[src/rtl/pu_accum_tree.sv]
// -----------------------------------------------------------------------------
// pu_accum_tree
//
// Pipelined signed reduction of IC_NUM input-channel partial sums followed by
// a multi-cycle group accumulator. One result is emitted per input-channel
// group; the group is delimited by first_i / last_i on valid beats.
//
// Pipeline (IC_NUM = 8 shown):
//   edge n     : leaf registers capture the sign-extended channels
//   edge n+1.. : one register per adder-tree level (log2(IC_NUM) levels)
//   edge n+L   : accumulator / output registers, L = log2(IC_NUM) + 1
//
// Ports
//   clk          clock, all state on the rising edge
//   rst          asynchronous active-high reset
//   vld_i        input beat valid
//   first_i      beat opens a new group (qualified by vld_i)
//   last_i       beat closes the group  (qualified by vld_i)
//   pe_rf_i      packed signed partial sums, channel k at [k*PE_OUTPUT_WD +: PE_OUTPUT_WD]
//   accum_o      signed group result, held between strobes
//   accum_vld_o  one-cycle strobe marking a new accum_o
//   ovf_o        accumulation overflowed within the reported group
//
// Configuration macro
//   PU_ACCUM_SAT_EN  defined   : accumulator saturates on overflow
//                    undefined : accumulator wraps modulo 2^ACCUM_WD
//   ovf_o reports the overflow event in both builds.
// -----------------------------------------------------------------------------
module pu_accum_tree #(
  parameter int IC_NUM       = 8,
  parameter int PE_OUTPUT_WD = 18,
  parameter int ACCUM_WD     = 24
) (
  input  logic                           clk,
  input  logic                           rst,
  input  logic                           vld_i,
  input  logic                           first_i,
  input  logic                           last_i,
  input  logic [IC_NUM*PE_OUTPUT_WD-1:0] pe_rf_i,
  output logic [ACCUM_WD-1:0]            accum_o,
  output logic                           accum_vld_o,
  output logic                           ovf_o
);

  localparam int LEVELS = $clog2(IC_NUM);
  // Heap-ordered tree: node 0 is the root, node i has children 2i+1 / 2i+2,
  // leaves occupy IC_NUM-1 .. 2*IC_NUM-2. Every node is a register, so a
  // node at depth d is one cycle behind its children and the whole tree is
  // naturally pipelined one level per cycle.
  localparam int NODES  = 2 * IC_NUM - 1;
  // Flag pipeline covers the leaf stage plus every tree level.
  localparam int DEPTH  = LEVELS + 1;

  localparam logic [ACCUM_WD-1:0] ACC_MAX = {1'b0, {(ACCUM_WD-1){1'b1}}};
  localparam logic [ACCUM_WD-1:0] ACC_MIN = {1'b1, {(ACCUM_WD-1){1'b0}}};

  // ---------------------------------------------------------------------------
  // Adder tree
  // ---------------------------------------------------------------------------
  logic signed [ACCUM_WD-1:0] node_q [NODES];
  logic signed [ACCUM_WD-1:0] node_d [NODES];

  generate
    for (genvar gi = 0; gi < IC_NUM; gi++) begin : g_leaf
      assign node_d[IC_NUM-1+gi] =
        ACCUM_WD'($signed(pe_rf_i[gi*PE_OUTPUT_WD +: PE_OUTPUT_WD]));
    end
    // ACCUM_WD >= PE_OUTPUT_WD + log2(IC_NUM), so no level sum can overflow.
    for (genvar gi = 0; gi < IC_NUM - 1; gi++) begin : g_node
      assign node_d[gi] = node_q[2*gi+1] + node_q[2*gi+2];
    end
  endgenerate

  always_ff @(posedge clk or posedge rst) begin
    if (rst) begin
      for (int i = 0; i < NODES; i++) node_q[i] <= '0;
    end else begin
      for (int i = 0; i < NODES; i++) node_q[i] <= node_d[i];
    end
  end

  // ---------------------------------------------------------------------------
  // Flag pipeline, aligned with the tree so that index DEPTH-1 travels with
  // the root node value.
  // ---------------------------------------------------------------------------
  logic [DEPTH-1:0] vld_q,   vld_d;
  logic [DEPTH-1:0] first_q, first_d;
  logic [DEPTH-1:0] last_q,  last_d;

  always_comb begin
    vld_d   = {vld_q[DEPTH-2:0],   vld_i};
    first_d = {first_q[DEPTH-2:0], first_i};
    last_d  = {last_q[DEPTH-2:0],  last_i};
  end

  always_ff @(posedge clk or posedge rst) begin
    if (rst) begin
      vld_q   <= '0;
      first_q <= '0;
      last_q  <= '0;
    end else begin
      vld_q   <= vld_d;
      first_q <= first_d;
      last_q  <= last_d;
    end
  end

  // ---------------------------------------------------------------------------
  // Group accumulator and output registers
  // ---------------------------------------------------------------------------
  logic [ACCUM_WD-1:0] acc_q,       acc_d;
  logic                ovf_flag_q,  ovf_flag_d;
  logic [ACCUM_WD-1:0] accum_q,     accum_d;
  logic                accum_vld_q, accum_vld_d;
  logic                ovf_q,       ovf_d;

  logic [ACCUM_WD-1:0] tree_sum;
  logic                beat_vld;
  logic                beat_first;
  logic                beat_last;
  logic [ACCUM_WD:0]   sum_ext;
  logic                ovf_now;

  assign tree_sum   = node_q[0];
  assign beat_vld   = vld_q[DEPTH-1];
  assign beat_first = first_q[DEPTH-1];
  assign beat_last  = last_q[DEPTH-1];

  always_comb begin
    acc_d       = acc_q;
    ovf_flag_d  = ovf_flag_q;
    accum_d     = accum_q;
    ovf_d       = ovf_q;
    accum_vld_d = 1'b0;

    // One extra bit holds the true sum; overflow shows up as the top two
    // bits disagreeing, and the top bit is the sign of the true sum.
    sum_ext = {acc_q[ACCUM_WD-1], acc_q} + {tree_sum[ACCUM_WD-1], tree_sum};
    ovf_now = sum_ext[ACCUM_WD] ^ sum_ext[ACCUM_WD-1];

    if (beat_vld) begin
      if (beat_first) begin
        // A first beat always restarts, discarding any open partial group.
        acc_d      = tree_sum;
        ovf_flag_d = 1'b0;
      end else begin
        ovf_flag_d = ovf_flag_q | ovf_now;
`ifdef PU_ACCUM_SAT_EN
        if (ovf_now) begin
          acc_d = sum_ext[ACCUM_WD] ? ACC_MIN : ACC_MAX;
        end else begin
          acc_d = sum_ext[ACCUM_WD-1:0];
        end
`else
        acc_d = sum_ext[ACCUM_WD-1:0];
`endif
      end

      if (beat_last) begin
        accum_d     = acc_d;
        ovf_d       = ovf_flag_d;
        accum_vld_d = 1'b1;
      end
    end
  end

  always_ff @(posedge clk or posedge rst) begin
    if (rst) begin
      acc_q       <= '0;
      ovf_flag_q  <= 1'b0;
      accum_q     <= '0;
      accum_vld_q <= 1'b0;
      ovf_q       <= 1'b0;
    end else begin
      acc_q       <= acc_d;
      ovf_flag_q  <= ovf_flag_d;
      accum_q     <= accum_d;
      accum_vld_q <= accum_vld_d;
      ovf_q       <= ovf_d;
    end
  end

  assign accum_o     = accum_q;
  assign accum_vld_o = accum_vld_q;
  assign ovf_o       = ovf_q;

  // Saturation bounds are only referenced by the saturating build.
  logic unused_bounds;
  assign unused_bounds = ^{ACC_MAX, ACC_MIN};

endmodule

[config.mk]
export PLATFORM = sky130hd
export DESIGN_NAME = pu_accum_tree
export DESIGN_NICKNAME = d
export VERILOG_FILES = /design/src/rtl/pu_accum_tree.sv
export SDC_FILE = /design/constraint.sdc
export NUM_CORES = 1
export LEC_CHECK = 0
export BUFFER_PORTS_ARGS = -buffer_cell sky130_fd_sc_hd__buf_4
export CAP_MARGIN = 40
export CORE_UTILIZATION = 64
export DETAILED_ROUTE_END_ITERATION = 10
export PLACE_DENSITY = 0.85
export REMOVE_ABC_BUFFERS = 1
export SKIP_CTS_REPAIR_TIMING = 1
export SYNTH_ARGS = -nofsm -noshare
export SYNTH_HDL_FRONTEND = slang
export SYNTH_SLANG_ARGS = --single-unit
[constraint.sdc]
create_clock -name clk -period 30.5 [get_ports clk]
set_input_delay 1.525 -clock clk [delete_from_list [all_inputs] [get_ports clk]]
set_output_delay 1.525 -clock clk [all_outputs]
set_load 0.02 [all_outputs]
* Word-level counts from Yosys, hierarchy flattened
Cells that the tools add are included.
Cells by class: add/subtract/negate cells 8, muxes and demuxes 4, bitwise logic cells 2, reductions and logical operators 1
Operators by type and width (count):
- 18-bit by 18-bit adder with 19-bit output | 4
- 24-bit adder | 3
- 24-bit by 24-bit adder with 25-bit output | 1
- 24-bit 2-to-1 mux | 1
- 1-bit 2-to-1 mux | 3
- 2-bit AND reduction | 1
- 1-bit bitwise OR | 1
- 1-bit bitwise XOR | 1
Word-level totals: flip-flop bits (word level) 375, input bits 149, output and inout port bits 26, word-level logic and storage cells 38

* Logic depth before layout (Yosys ltp)
Gate-level depths: netlist of the first run.
word-level depth 4, mapped depth 11, depth with buffers taken out 11

* Worst setup path after synthesis of the first run
OpenSTA, ideal clock, no wires.
path kind reg2reg, start point register node_q[192] in the netlist's numbering, end point register node_q[306] in the netlist's numbering, library setup time 0.123 ns, arrival 2.596 ns, required time 30.377 ns, setup slack 27.782 ns, stages on the path, launching flop included 11, path buffers 0, period minus slack after synthesis 2.718 ns, path through dfrtp_1 -> ha_1 -> fa_1 -> a21o_1 -> a21oi_1 -> o211ai_1 -> a211oi_1 -> o21ai_1 -> a221o_1 -> a21o_1 -> xnor2_1
RTL lines:
- start: declaration | RTL line 60 | logic signed [ACCUM_WD-1:0] node_q [NODES];

==> results of run 1 <==
==> cells in the mapped netlist (5+ instances only) <==
cell type  instances  area, um2
fa_1               8        160
clkbuf_1          22       82.6
xor2_1            38        333
a21oi_1          136        681
and3_1            12       75.1
o31ai_1            9       67.6
nor2_1            97        364
xnor2_1           89        780
nand4_1            8       50.1
o21bai_1          16        120
dfrtp_1          355       8880
mux2i_1            8       80.1
nand2b_1          19        119
nor3_1            18       90.1
a31o_2             5       43.8
ha_1             157       1960
a21o_1            68        510
inv_1             29        109
o21ai_0           60        300
o211ai_1           9       67.6
nor2b_1           17        106
o21ai_1           41        205
nand2_1           75        282
o21a_1            24        180
nand3_1           22        110
mux2_2             7       78.8
a211oi_1          17        128
a31oi_1           14       87.6
==> final timing paths <==
check | from | to | slack (ns) | depth (start not counted)
setup / recovery | node_q[192]$_DFF_PP0_ | node_q[306]$_DFF_PP0_ | 27.40 | 10
hold / removal | last_q[1]$_DFF_PP0_ | last_q[2]$_DFF_PP0_ | 0.35 | 0
setup reg to reg | node_q[192]$_DFF_PP0_ | node_q[306]$_DFF_PP0_ | 27.40 | 10
hold reg to reg | last_q[1]$_DFF_PP0_ | last_q[2]$_DFF_PP0_ | 0.35 | 0
max in group asynchronous | rst | tree_sum[11]$_DFF_PP0_ | 28.05 | 5
min in group asynchronous | rst | accum_o[3]$_DFFE_PP0P_ | 0.97 | 2
==> flip-flops by register name, indices dropped and copies added (netlist names) <==
signal / cells
last_q: 4
acc_q: 24
first_q: 4
tree_sum: 24
ovf_flag_q: 1
node_q: 268
accum_o: 24
accum_vld_o: 1
ovf_o: 1
vld_q: 4
==> worst reg2reg max path: stages, from the launching register on <==
cell      delay (ns)
dfrtp_1         0.36
ha_1            0.22
fa_1            0.41
a21o_1          0.17
a21oi_1         0.33
o211ai_1        0.23
a211oi_1        0.38
o21ai_1         0.20
a221o_1         0.32
a21o_1          0.22
xnor2_1         0.18
==> per-layer routing <==
layer,vias to the layer above,track usage (%)
met1,5741,34.4
met3,82,4.55
met4,0,8.21
li1,5614,-
met2,348,48.3
met5,-,0
==> kinds of logic after synthesis <==
family,after synthesis
buf+inv,53
flops,355
mux,15
simple gates,299
compound gates,439
xor+xnor,127
fa+ha+maj,165
==> cell type report <==
cell class                 count  area [um2]
fill                        1543        5620
sequential                   355        8880
inverter                      30         120
multi-input combinational   1045        7640
antenna                        1        2.50
clock inverter                10         153
tap                          330         413
timing repair buffer         183        1430
clock buffer                  55        1130
==> report_power, final <==
group	switching, mW	internal, mW	leakage (nW)
Clock	0.180	0.282	0.626
Combinational	0.495	0.388	4.58
Sequential	0.0593	0.589	4.16
Total	0.734	1.26	9.37
==> through the flow <==
stage	worst slack (ns)	hold slack [ns]	util, %
finish	27.40	0.345	77.9
global route	27.16	0.351	77.9
CTS	27.38	0.349	77.9
detailed placement	27.48	0.336	72.8
global placement	27.06	0.337	72.5
floorplan	19.13	0.331	-
==> summary by stage, run 1 <==
Status
The run finished with clean final reports.

Route
The number of antenna-violating nets in the routed design is 0. The detailed router used layers up to and including met4. For this block, the via count after detailed routing is 11800. For this block, the initial DRC count from the detailed router was 760.

The detailed-route wire length on metal 1 is 14600 um. The final routed wire length divided by cell count is 17.2 um. The routed length on met2 is 17300 um.

The total length of routed wires is 34600 um. In the detailed route, the total length drawn on met3 is 1740 um. The first-pass iteration count of the detailed router is 4. The DRC violation count after routing is 0. The average vias per placed instance is 5.87.

Floorplanning
175 I/O pins were placed. The floorplan has 58 rows. The effective utilization at floorplan is 65.9%. The floorplan step set the die width to 164 um. The die outline area is 26800 um2. The floorplan die height is 164 um. The core region is 25400 um2.

Logic synthesis
In this run, synthesis produced a sequential element count of 355. After synthesis, the share of flip-flops with an asynchronous set or reset is 100%. The number of enable-type register cells in the synthesized netlist is 0. By area, the combinational part of the netlist is dominated by compound AO/OA/AOI/OAI gates.

The multiplexer area fraction after synthesis is 0.950%. The Yosys step of the flow raised 0 warnings. After synthesis, the mean cell area works out to 11.5 um2. The area fraction in compound gates after synthesis is 16.8%. Yosys mapped the design onto 68 distinct sky130hd cell types. The share of synthesized cell area in and, or, nand and nor gates is 8.55%. After Yosys synthesis, XOR and XNOR cells account for 6.65% of the synthesized area. The combined area of all synthesized cells is 16700 um2. In the synthesized netlist the dominant register cell turns out to be dfrtp_1. The sequential area share after synthesis is 53.1%. The post-synthesis instance total is 1453.

The fraction of the mapped netlist area in adder cells is 12.7%.

CTS
The maximum number of buffers from clock root to sink is 3. The CTS tree is built. The number of buffers added by the clock tree synthesis step is 38. At the later pin of the worst-skew pair, clock insertion delay measures 0.53 ns. The CTS clock-pin slew for the worst setup and hold paths is 0.06 ns.

The number of clock sinks seen by CTS is 355. The library cell used as clock root buffer is clkbuf_16. The H-tree was split into 2 levels.

Global route
The number of antenna violations at the first check in global routing is 1. The pin count of the biggest net entering global routing is 108. The global-route usage over all layers is 27.3%. After global routing the overflow that remains totals 0. The global-route wire length before repair is 58000 um. The number of global-route vias before repair is 12200.

Timing
Measured against its own limit, the worst slew margin works out to 58.2%. The share of the clock period used by the worst path after layout is 10.2%. Setup violations remaining at the end of the flow were counted as 0. For this run, the top clock speed supported by timing is 322 MHz. The total negative setup slack is 0 ns.

The hold violation count in the final report is 0. The post-route clock skew is 0.0249 ns. Setup repair after global routing left no endpoint under its margin.

The final-report max-slew violation count is 0. The slew at the pin closest to its max-slew limit is 0.622 ns. The clock period minus worst slack is 3.10 ns.

Worst setup path
The cell with the biggest individual delay on the critical path is fa_1. The worst setup path is launched from a register. By instance count, the cell type seen most on the critical path is a21o_1. The biggest cell delay along the critical path is 0.41 ns. The number of buffers and inverters on the critical path is 0. STA puts the critical path data arrival time at 3.54 ns. In this design, the largest share of critical-path delay is due to compound AO/OA/AOI/OAI gates. The worst path required time is 30.94 ns.

The endpoint type of the worst setup path is a register. The critical path goes through ha_1 > fa_1 > a21o_1 > a21oi_1 > o211ai_1 > a211oi_1 > o21ai_1 > a221o_1 > a21o_1 > xnor2_1. Along the worst path, the maximum fanout reaches 3. The critical path in this run is classified as reg2reg.

Placed design
In this run the cell area measured after placement is 18500 um2. The congestion estimate from routability-driven global placement came to 0.892. During placement, the flow inserted port buffers numbering 174. The cell count after placement is 1943. The HPWL reported at the end of detailed placement is 24300 um.

Hold path
The worst hold path belongs to the class reg2reg.

Final layout
Leaving out filler cells and counting taps, the final layout contains 2009. The area growth from synthesis to layout is 18.2%. The most common cell after layout, fill and taps aside is dfrtp_1. At the end of the flow, the number of nets in the layout was 1967. With fillers left out, the area of the finished cells amounts to 19800 um2. The top cell types in the final layout, fill and taps aside, are dfrtp_1, buf_4, ha_1, a21oi_1, nor2_1. The post-route netlist has 16.2% of its cells at a drive strength greater than 1.

Job
Across the run, the number of max-cap violations was 0.

Power and ir drop
VDD sags by at most 0.0650 mV. The total leakage power is 9.37 nW. The power density over the cells is 101 nW/um2. The power consumption is 1.99 mW.
(Power assumes the default switching activity.)
==> run 2, diff against run 1 <==
ABC_AREA = 1   (was default)
CORE_UTILIZATION = 60   (was 64)
PLACE_DENSITY = 0.8   (was 0.85)
clock period = 2.86 ns   (was 30.5 ns; I/O delays follow)
==> run 2 against run 1 <==
Net effect:
- sequential power grew to 11 times the previous value
- synthesized cell count grew 36%
- power grew to 11 times the previous value
- first-iteration DRC count grew 16%
- non-clock buffer count grew 155
- critical endpoint is now node_q[276]$_DFF_PP0_
- routed wire length grew 39%
- final cell count grew 37%
- flip-flop and latch count is the same
- highest routed layer unchanged
- global-route usage grew 1.3 points
- register-to-register slack lost 27 ns
==> summary by stage, run 2 <==
Status
The flow ran to the end, and the final reports show no timing, DRC or antenna violations.

Worst setup path
The critical path goes through ha_1 > fa_1 > nand3_1 > nand3_1 > a21oi_2 > o21ai_2 > nand3_1 > nor2_1 > o21bai_1 > nand2_1. Together, buffers and inverters on the worst path number 0. The cell with the biggest individual delay on the critical path is fa_1. The worst setup path is of the reg2reg kind. The slack of the worst reg-to-reg path is 0.55 ns. The arrival time of the worst setup path is 2.72 ns. The library cell appearing most often on the critical path is nand3_1.

The largest fanout on the critical path is 3. Broken down by cell family, the worst path's largest delay share belongs to adder cells. The endpoint type of the worst setup path is a register.

The worst path required time is 3.27 ns. In this design, the stage delay of the slowest critical-path cell is 0.48 ns. STA classifies the critical path startpoint as a register.

Floorplanning
The floorplan die height is 176 um. The floorplan step defined a core boundary enclosing 29700 um2. The floorplan has 63 rows. The floorplan step defined a die boundary enclosing 31000 um2. 175 I/O pins were placed. The die is 176 um wide. The effective utilization at floorplan is 61.1%.

Logic synthesis
The number of synthesized register bits is 355. The mapped netlist covers 18200 um2. For this run, asynchronously set or reset flops after synthesis account for 100%. The post-synthesis average cell area is 9.22 um2. The most common cell in the netlist is nand2_1.

Counting instances in the post-synthesis netlist gives the leading cell types as nand2_1, dfrtp_1, ha_1. Counting distinct cell types in the post-synthesis netlist gives 43. The biggest area contributor in the post-synthesis netlist is dfrtp_1. Yosys printed 0 warnings. Counting every instance in the synthesized netlist gives 1970.

Ranked by total cell area, the synthesized netlist is headed by dfrtp_1, ha_1, nand2_1. For this run, the leading register cell type out of synthesis is dfrtp_1. The top cell type by area accounts for 48.9% of the synthesized area.

The number of enable-type register cells in the synthesized netlist is 0. The sequential area share after synthesis is 48.9%.

Global route
The first global-routing pass estimated 70200 um of wire. Global routing used 28.7% of the available tracks across all layers. After global routing the overflow that remains totals 0.

The number of antenna violations at the first check in global routing is 1. Entering global routing, the biggest net connects 102 pins. The number of global-route vias before repair came to 14500.

CTS
In this run the number of H-tree levels came out at 2. The library cell used as clock root buffer is clkbuf_16. The CTS clock-pin slew for the worst setup and hold paths is 0.07 ns. The CTS tree is built. Clock tree synthesis found a total of 355 sinks. The clock reaches the later pin of the worst-skew pair after 0.53 ns. Counting the buffers created by CTS gives 38. The clock passes through at most 3 buffers.

Timing
Setup slack closes at 0.549 ns. Across the routed clock network, the largest skew measured is 0.0232 ns. The slew at the pin closest to its max-slew limit is 0.721 ns.

Setup repair after global routing left no endpoint under its margin. The final number of setup-violating endpoints is 0. The highest attainable clock frequency is 433 MHz.

Headroom to the max-slew limit came out at 52.0%. The hold violation count in the final report is 0. The clock period minus worst slack is 2.31 ns. After layout, the worst path uses 80.8% of the clock period. The final-report max-slew violation count is 0.

Route
Summed over all nets, wire length on met3 after detailed routing comes to 2140 um. For this run, design rule violations remaining after detail routing come to 0. The first-pass iteration count of the detailed router is 5. The detailed-route wire length on metal 1 is 19500 um. The number of vias in the routed layout is 15300. Once detail routing completed, the nets flagged for antenna violations numbered 0.

After detailed routing, no signal wire sits above met4. In the detailed route, the total length drawn on met2 is 24900 um. The final layout contains routed wiring with a total length of 48100 um. The final routed wire length divided by cell count is 17.5 um. After detailed routing, the number of vias per cell comes to 5.56. The detailed router finished its first iteration with 884 violations.

Placed design
In this run the cell area measured after placement is 20000 um2. The HPWL reported at the end of detailed placement is 33200 um. The number of buffers added on ports is 174. The pre-CTS setup slack is 0.697 ns.

At the end of routability-driven placement, the weighted congestion stood at 0.946.

Final layout
The flip-flop count of the largest register after layout is 268. The top cell types in the final layout, fill and taps aside, are nand2_1, dfrtp_1, buf_4, ha_1, dlygate4sd3_1. The repair_antennas step left the layout with diodes totalling 0. The area overhead of the layout relative to synthesis is 25.7%. In the final design database the tool counted 2647 nets.

The top register by number of flip-flops is node_q. The final design area excluding fillers is 22800 um2. The library cell used most frequently in the layout, excluding fill and tap cells, is nand2_1. Cells fill 76.8% of the core in the end. The post-route netlist has 13.5% of its cells at a drive strength greater than 1.

Hold path
The path class of the tightest hold or removal check is in2reg.

Job
Across the run, the number of max-cap violations was 0.

Power and ir drop
The maximum vdd drop is 0.565 mV. The total leakage power is 11.5 nW. Dividing total power by cell area gives a power density of 996 nW/um2.
## run 2: cell types whose count changed after synthesis, moves of 18 or more
| cell | previous run | this run |
|---|---|---|
| nand2_1 | 75 | 518 |
| inv_1 | 29 | 136 |
| nand3_1 | 22 | 110 |
| xnor2_1 | 89 | 21 |
| xor2_1 | 38 | 98 |
| a21o_1 | 68 | 21 |
| nor2_1 | 97 | 136 |
| o21ai_1 | 41 | 4 |
| nand4_1 | 8 | 28 |
| nand2b_1 | 19 | 0 |
| clkbuf_1 | 22 | 4 |
## run 2: path summary, 6_finish.rpt
check,start,to,cells after the start
setup / recovery,node_q[144]$_DFF_PP0_,node_q[276]$_DFF_PP0_,10
hold / removal,pe_rf_i[104],node_q[62]$_DFF_PP0_,2
setup reg to reg,node_q[144]$_DFF_PP0_,node_q[276]$_DFF_PP0_,10
hold reg to reg,last_q[0]$_DFF_PP0_,last_q[1]$_DFF_PP0_,0
max in group asynchronous,rst,node_q[253]$_DFF_PP0_,4
min in group asynchronous,rst,node_q[123]$_DFF_PP0_,3
## run 2: cell families after synthesis
family                     Yosys count  synth area share (%)
AOI/OAI and AO/OA                  314                  10.0
xor gates and xnor gates           119                  5.74
adders and majority gates          165                  11.7
buffers and inverters              155                  3.42
DFF                                355                  48.9
and+or+nand+nor                    862                  20.2
## run 2: final cells by class
cell class / count / area [um2]
fill: 1962 / 6900
clock inverter: 19 / 211
timing repair buffer: 338 / 2950
inverter: 140 / 533
clock buffer: 48 / 1100
tap: 390 / 488
multi-input combinational: 1460 / 8650
sequential: 355 / 8880
## run 2: layer usage
layer,GRT usage (%),vias to the layer above
met5,0,-
met2,50.9,544
li1,-,7294
met1,36.4,7326
met4,9.24,0
met3,3.49,114
## run 2: report_power, final
group | leakage, nW | switching [mW] | internal [mW]
clock | 0.654 | 2.01 | 3.09
combinational | 6.66 | 6.71 | 3.96
sequential | 4.18 | 0.679 | 6.28
## run 2: metrics by stage
stage / cells / power, mW / TNS, ns / hold WS, ns
2_1_floorplan: 1955 / 14.5 / -2531.71 / 0.174
3_3_place_gp: 2534 / 17.2 / 0 / 0.252
3_5_place_dp: 2535 / 17.3 / 0 / 0.253
4_1_cts: 2602 / 22.5 / 0 / -0.304
5_1_grt: 2750 / 24.4 / 0 / 0.241
6_report: 2750 / 22.7 / 0 / 0.252
